[src/rtl/vm_pkg.sv]
// rtl/vm_pkg.sv - shared types and pricing/coin helpers for vending_machine_multi
package vm_pkg;

  typedef enum logic [1:0] {
    IDLE,
    COLLECT,
    VEND,
    REFUND
  } state_t;

  typedef enum logic [2:0] {
    COIN_NONE = 3'd0,
    COIN_1    = 3'd1,
    COIN_2    = 3'd2,
    COIN_5    = 3'd3,
    COIN_10   = 3'd4,
    COIN_20   = 3'd5,
    COIN_BAD6 = 3'd6,
    COIN_BAD7 = 3'd7
  } coin_t;

  function automatic logic [7:0] coin_value(input logic [2:0] code);
    case (coin_t'(code))
      COIN_1:  return 8'd1;
      COIN_2:  return 8'd2;
      COIN_5:  return 8'd5;
      COIN_10: return 8'd10;
      COIN_20: return 8'd20;
      default: return 8'd0;
    endcase
  endfunction

  function automatic logic coin_valid(input logic [2:0] code);
    return (code >= 3'(COIN_1)) && (code <= 3'(COIN_20));
  endfunction

  function automatic logic [7:0] item_price(input logic [3:0] idx);
    return 8'd5 * ({4'd0, idx} + 8'd1);
  endfunction

endpackage

[src/rtl/vm_stock.sv]
// rtl/vm_stock.sv - per-item stock counter bank with restock and single decrement
module vm_stock #(
  parameter int N_ITEMS    = 4,
  parameter int STOCK_INIT = 3,
  parameter int STOCK_W    = 4,
  localparam int ITEM_W    = $clog2(N_ITEMS)
) (
  input  logic              clk,
  input  logic              reset_n,
  input  logic              restock,
  input  logic              dec_en,
  input  logic [ITEM_W-1:0] dec_idx,
  input  logic [ITEM_W-1:0] rd_idx,
  output logic              rd_empty
);

  logic [STOCK_W-1:0] count [N_ITEMS];

  always_ff @(posedge clk) begin
    if (!reset_n || restock) begin
      for (int i = 0; i < N_ITEMS; i++) count[i] <= STOCK_W'(STOCK_INIT);
    end else if (dec_en && count[dec_idx] != '0) begin
      count[dec_idx] <= count[dec_idx] - STOCK_W'(1);
    end
  end

  // Indices past N_ITEMS (non power-of-two banks) read as empty so they can never be sold.
  assign rd_empty = (32'(rd_idx) >= N_ITEMS) || (count[rd_idx] == '0);

endmodule

[src/rtl/vending_machine_multi.sv]
// rtl/vending_machine_multi.sv - multi-item vending FSM with credit, stock and refund
module vending_machine_multi
  import vm_pkg::*;
#(
  parameter int N_ITEMS    = 4,
  parameter int MAX_CREDIT = 40,
  parameter int STOCK_INIT = 3,
  parameter int STOCK_W    = 4,
  localparam int ITEM_W    = $clog2(N_ITEMS),
  localparam int CREDIT_W  = $clog2(MAX_CREDIT + 1)
) (
  input  logic                clk,
  input  logic                reset_n,
  input  logic                start,
  input  logic [ITEM_W-1:0]   item_in,
  input  logic [2:0]          money,
  input  logic                done_money,
  input  logic                cancel,
  input  logic                continue_buy,
  input  logic                restock,
  output logic                done,
  output logic [N_ITEMS-1:0]  item_out,
  output logic [CREDIT_W-1:0] change,
  output logic                sold_out,
  output logic                coin_reject
);

  state_t              state;
  logic [CREDIT_W-1:0] credit;
  logic [ITEM_W-1:0]   sel;
  logic                keep_credit;

  logic                rd_empty;
  logic                stock_restock;
  logic                coin_present;
  logic                coin_fits;
  logic [31:0]         coin_sum;
  logic [31:0]         price;
  logic [CREDIT_W-1:0] credit_acc;
  logic [CREDIT_W-1:0] remain;
  logic                enough;
  logic [N_ITEMS-1:0]  sel_onehot;

  always_comb begin
    coin_present  = (money != 3'(COIN_NONE));
    coin_sum      = 32'(credit) + 32'(coin_value(money));
    coin_fits     = coin_valid(money) && (coin_sum <= 32'(MAX_CREDIT));
    credit_acc    = coin_fits ? CREDIT_W'(coin_sum) : credit;
    price         = 32'(item_price(4'(sel)));
    // Purchase decision includes a coin accepted in the same cycle as done_money.
    enough        = (32'(credit_acc) >= price);
    remain        = CREDIT_W'(32'(credit) - price);
    sel_onehot    = {{(N_ITEMS-1){1'b0}}, 1'b1} << sel;
    stock_restock = (state == IDLE) && restock && !start && !(cancel && credit != '0);
  end

  vm_stock #(
    .N_ITEMS   (N_ITEMS),
    .STOCK_INIT(STOCK_INIT),
    .STOCK_W   (STOCK_W)
  ) u_stock (
    .clk     (clk),
    .reset_n (reset_n),
    .restock (stock_restock),
    .dec_en  (state == VEND),
    .dec_idx (sel),
    .rd_idx  (item_in),
    .rd_empty(rd_empty)
  );

  always_ff @(posedge clk) begin
    if (!reset_n) begin
      state       <= IDLE;
      credit      <= '0;
      sel         <= '0;
      keep_credit <= 1'b0;
      done        <= 1'b0;
      item_out    <= '0;
      change      <= '0;
      sold_out    <= 1'b0;
      coin_reject <= 1'b0;
    end else begin
      done        <= 1'b0;
      item_out    <= '0;
      change      <= '0;
      sold_out    <= 1'b0;
      coin_reject <= 1'b0;
      case (state)
        IDLE: begin
          coin_reject <= coin_present;
          if (start) begin
            if (rd_empty) begin
              sold_out <= 1'b1;
            end else begin
              sel   <= item_in;
              state <= COLLECT;
            end
          end else if (cancel && credit != '0) begin
            state <= REFUND;
          end
        end
        COLLECT: begin
          if (cancel) begin
            coin_reject <= coin_present;
            state       <= REFUND;
          end else begin
            coin_reject <= coin_present && !coin_fits;
            credit      <= credit_acc;
            if (done_money && enough) begin
              keep_credit <= continue_buy;
              state       <= VEND;
            end
          end
        end
        VEND: begin
          coin_reject <= coin_present;
          done        <= 1'b1;
          item_out    <= sel_onehot;
          if (keep_credit) begin
            credit <= remain;
          end else begin
            change <= remain;
            credit <= '0;
          end
          state <= IDLE;
        end
        REFUND: begin
          coin_reject <= coin_present;
          done        <= 1'b1;
          change      <= credit;
          credit      <= '0;
          state       <= IDLE;
        end
        default: state <= IDLE;
      endcase
    end
  end

endmodule

[config.mk]
export PLATFORM = sky130hd
export DESIGN_NAME = vending_machine_multi
export DESIGN_NICKNAME = d
export VERILOG_FILES = /design/src/rtl/vm_pkg.sv /design/src/rtl/vm_stock.sv /design/src/rtl/vending_machine_multi.sv
export SDC_FILE = /design/constraint.sdc
export NUM_CORES = 1
export LEC_CHECK = 0
export CAP_MARGIN = 40
export CORE_ASPECT_RATIO = 0.8
export CORE_MARGIN = 2
export CORE_UTILIZATION = 50
export DETAILED_ROUTE_END_ITERATION = 8
export HOLD_SLACK_MARGIN = 0.03
export PLACE_DENSITY_LB_ADDON = 0.08
export SLEW_MARGIN = 20
export SYNTH_ARGS = -nofsm -noshare
export SYNTH_HDL_FRONTEND = slang
export SYNTH_SLANG_ARGS = --single-unit
[constraint.sdc]
create_clock -name clk -period 5.6 [get_ports clk]
set_input_delay 0.84 -clock clk [delete_from_list [all_inputs] [get_ports clk]]
set_output_delay 0.84 -clock clk [all_outputs]
set_load 0.005 [all_outputs]
==> tab_implementation.tex <==
\begin{tabular}{lr}
\hline
Metric & Value \\
\hline
\multicolumn{2}{l}{\textbf{Place}} \\
\quad Half-perimeter wire length after placement & 4733 um \\
\quad Final GP Congestion & 0.9115 \\
\quad Placed Cells incl. Taps & 358 \\
\quad Count of input and output buffers & 24 \\
\multicolumn{2}{l}{\textbf{Logic synthesis}} \\
\quad Total standard cell area after synthesis & 2681 um\^{}2 \\
\quad Synthesis warning total & 0 \\
\quad Synth Area in Compound Gates & 17.87\% \\
\quad Area share of xor/xnor cells in the synthesized design & 3.593\% \\
\quad Yosys cell types & 58 \\
\quad Post-synth top flop & sky130\_fd\_sc\_hd\_\_dfxtp\_1 \\
\quad Share of async-settable or async-resettable flops after synthesis & 0\% \\
\quad Cell with the most instances after synthesis & sky130\_fd\_sc\_hd\_\_nor2\_1 \\
\quad Net Count, Synth & 318 \\
\quad Area share of and/or/nand/nor cells after synthesis & 19.46\% \\
\quad Fraction of the mapped netlist area in adder cells & 11.76\% \\
\quad Post-synth EDFFs & 16 \\
\quad Top cells by instance count after synthesis & sky130\_fd\_sc\_hd\_\_nor2\_1 (30), sky130\_fd\_sc\_hd\_\_dfxtp\_1 (26), sky130\_fd\_sc\_hd\_\_ha\_1 (22) \\
\quad Share of cell area taken by muxes after synthesis & 5.366\% \\
\quad Largest cells by area after synthesis & sky130\_fd\_sc\_hd\_\_dfxtp\_1 (19\%), sky130\_fd\_sc\_hd\_\_edfxtp\_1 (18\%), sky130\_fd\_sc\_hd\_\_ha\_1 (10\%) \\
\quad Flops \& latches, synth & 42 \\
\quad Area fraction of the dominant cell type after synthesis & 19.41\% \\
\quad Dominant combinational cell family by area after synthesis & simple AND/OR/NAND/NOR gates \\
\quad Syn Inst Count & 282 \\
\quad Avg Inst Size Synth & 9.508 um\^{}2 \\
\quad Leading area contributor after synthesis & sky130\_fd\_sc\_hd\_\_dfxtp\_1 \\
\quad Part of the Yosys area used for sequential elements & 37.33\% \\
\multicolumn{2}{l}{\textbf{Clock network}} \\
\quad Post-CTS setup buffer count & 0 \\
\quad CTS HTree Levels & 2 \\
\quad Sinks on Clock Net & 42 \\
\quad Root buffer cell & sky130\_fd\_sc\_hd\_\_clkbuf\_8 \\
\quad Clock Pin Slew Worst Setup and Hold Paths & 0.08 ns \\
\quad CTS tree & yes \\
\quad Max clock buf depth & 2 \\
\quad Count of hold buffers inserted by post-cts repair & 0 \\
\quad Post-cts resize count & 0 \\
\quad Clk Latency, worst-skew pair & 0.29 ns \\
\quad Inserted Clock Buffers & 5 \\
\multicolumn{2}{l}{\textbf{Finish}} \\
\quad Final Instance Count excl. Fillers & 366 \\
\quad Layout cells sized above 1 & 9.539\% \\
\quad Layout Nets & 339 \\
\quad Number of diodes added for antenna fixing & 0 \\
\quad Synthesis-to-finish area growth & 14.19\% \\
\multicolumn{2}{l}{\textbf{Timing}} \\
\quad Measured slew at the worst slew-check pin & 0.7059 ns \\
\quad Post-route clock period utilization & 87.17\% \\
\quad Max-slew violation count & 0 \\
\quad Final number of setup-violating endpoints & 0 \\
\quad Fin Clk Skew & 0.004424 ns \\
\quad Headroom to the max-slew limit & 52.87\% \\
\quad RSZ-0062 raised after global routing & false \\
\quad Setup\_tns & 0 ns \\
\quad Shortest period the worst path allows & 4.881 ns \\
\quad Endpoints failing hold & 0 \\
\quad Fmax & 0.2049 GHz \\
\multicolumn{2}{l}{\textbf{Route}} \\
\quad Count of unresolved DRC violations after routing & 4 \\
\quad Vias after detailed routing & 2123 \\
\quad Number of routed nets with antenna violations & 0 \\
\quad Vias per Instance & 5.801 \\
\quad DRT Wirelength & 6144 um \\
\quad First-pass iteration count of the detailed router & 6 \\
\quad Detailed router's first-iteration violation count & 213 \\
\quad Drt wl/cell & 16.79 um \\
\multicolumn{2}{l}{\textbf{Floorplan}} \\
\quad I/O pin count & 25 \\
\quad Full die area & 5968 um\^{}2 \\
\quad Die width & 85.88 um \\
\quad Die span in y & 69.50 um \\
\quad Starting density of the core & 52.64\% \\
\quad Number of placement rows & 23 \\
\quad Core box area & 5094 um\^{}2 \\
\multicolumn{2}{l}{\textbf{Global routing}} \\
\quad Global-route usage over all layers & 21.53\% \\
\quad Global-route wire length before repair & 9984 um \\
\quad Pin count of the biggest net entering global routing & 21 \\
\quad Vias in the first global route & 1953 \\
\quad Overflow after GRT & 0 \\
\quad Antenna violations before repair & 0 \\
\multicolumn{2}{l}{\textbf{Power}} \\
\quad Leak pwr & 1.294 nW \\
\quad Sum of internal, switching and leakage power & 1.154 mW \\
\quad Max rail drop VDD & 188.2 uV \\
\quad Pwr dens & 376.8 nW/um\^{}2 \\
\multicolumn{2}{l}{\textbf{Setup path}} \\
\quad Kind of critical path & input pin to flop \\
\quad Kind of capture point of the worst setup path & flop \\
\quad Peak fanout along the critical path & 6 \\
\quad Required time at the endpoint of the critical path & 5.78 ns \\
\quad Sort of element at the start of the critical path & input pin \\
\quad Arrival time reported for the critical path endpoint & 5.06 ns \\
\multicolumn{2}{l}{\textbf{Outcome}} \\
\quad Outcome & finished with violations \\
\quad Violations in the final reports & DRC \\
\multicolumn{2}{l}{\textbf{Hold path}} \\
\quad Worst hold path class & flop to flop \\
\multicolumn{2}{l}{\textbf{Flow run}} \\
\quad Count of maximum capacitance violations & 0 \\
\hline
\end{tabular}
-- area by class of cell --
cell class	count	area [um^2]
tap	62	77.57
timing repair buffer	24	240.2
fill	438	2032
clock inverter	2	13.76
clock buffer	6	93.84
multi-input combinational	209	1556
sequential	42	1001
inverter	21	78.83
-- critical path, cell delays in order --
cell and delay (ns):
sky130_fd_sc_hd__clkdlybuf4s50_1 0.57, sky130_fd_sc_hd__inv_1 0.12, sky130_fd_sc_hd__ha_1 0.34, sky130_fd_sc_hd__o211a_1 0.15, sky130_fd_sc_hd__ha_1 0.19, sky130_fd_sc_hd__inv_1 0.06, sky130_fd_sc_hd__fa_1 0.38, sky130_fd_sc_hd__xnor2_1 0.15
sky130_fd_sc_hd__or3b_1 0.38, sky130_fd_sc_hd__a21oi_2 0.20, sky130_fd_sc_hd__o21a_2 0.25, sky130_fd_sc_hd__mux2_1 0.36, sky130_fd_sc_hd__ha_1 0.19, sky130_fd_sc_hd__a21o_1 0.15, sky130_fd_sc_hd__a21oi_1 0.16, sky130_fd_sc_hd__o21ai_0 0.17
sky130_fd_sc_hd__and3_1 0.23, sky130_fd_sc_hd__nand3_1 0.07, sky130_fd_sc_hd__o21ai_0 0.10
-- state kept, by name (all words and copies together), names as in the netlist, named ones only --
register and count:
sel 2, credit 6, change 6, u_stock.count 16, coin_reject 1, sold_out 1, item_out 4, state 2
keep_credit 1, done 1
-- layout by cell type (no fill, tap or decap), drive strengths merged, types with 3 or more instances in the layout --
| cell | netlist | final |
|---|---|---|
| nor2 | 30 | 30 |
| a21oi | 16 | 16 |
| dfxtp | 26 | 26 |
| mux4 | 4 | 4 |
| mux2 | 3 | 3 |
| clkbuf | 9 | 6 |
| ha | 22 | 22 |
| xor2 | 5 | 5 |
| o21ai | 15 | 15 |
| nand3 | 5 | 5 |
| nand2 | 20 | 20 |
| nand2b | 4 | 4 |
| a22oi | 4 | 4 |
| nor2b | 6 | 6 |
| nor3 | 10 | 10 |
| edfxtp | 16 | 16 |
| and2 | 3 | 3 |
| inv | 21 | 22 |
| clkdlybuf4s50 | 0 | 24 |
| xnor2 | 6 | 6 |
| a211oi | 3 | 3 |
| and3 | 7 | 7 |
| or4 | 3 | 3 |
| nor4 | 3 | 3 |
| o21a | 3 | 3 |
| a21o | 7 | 7 |
-- through the flow --
step	setup WS (ns)	instance area, um^2	util, %	hold WS [ns]
after floorplan	1.477	2681	-	0.4831
after global placement	0.5239	2954	58.00	0.5288
after detailed placement	0.4871	2954	58.00	0.5319
after CTS	0.7936	3062	60.11	0.5582
after global routing	0.4045	3062	60.11	0.5985
final	0.7185	3062	60.11	0.5555
-- per-layer routing --
metal,wire length (um),GRT usage [%],vias to the layer above
met5,0,0,-
met1,3269,36.60,973
met4,41,4.586,0
met2,2300,26.01,87
met3,533,5.952,4
li1,-,-,1059
-- where the power goes --
part | switching, mW | internal, mW
Combinational | 0.273 | 0.219
Clock | 0.109 | 0.116
Sequential | 0.0745 | 0.362
-- cell families (layout without fill, tap and decap cells) --
kind of cell               count (synthesis)  in the layout
adders and majority gates                 24             24
muxes                                      9              9
xor gates and xnor gates                  11             11
and+or+nand+nor                           96             96
DFF                                       42             42
AOI/OAI and AO/OA                         69             69
buffers and inverters                     31             53
-- final timing paths --
path               startpoint     endpoint  slack [ns]  cells past startpoint
setup / recovery     money[1]  keep_credit        0.72                     19
hold / removal    keep_credit  keep_credit        0.56                      2
setup reg to reg    credit[0]  keep_credit        1.92                     15
hold reg to reg   keep_credit  keep_credit        0.56                      2
(Power assumes the default switching activity.)
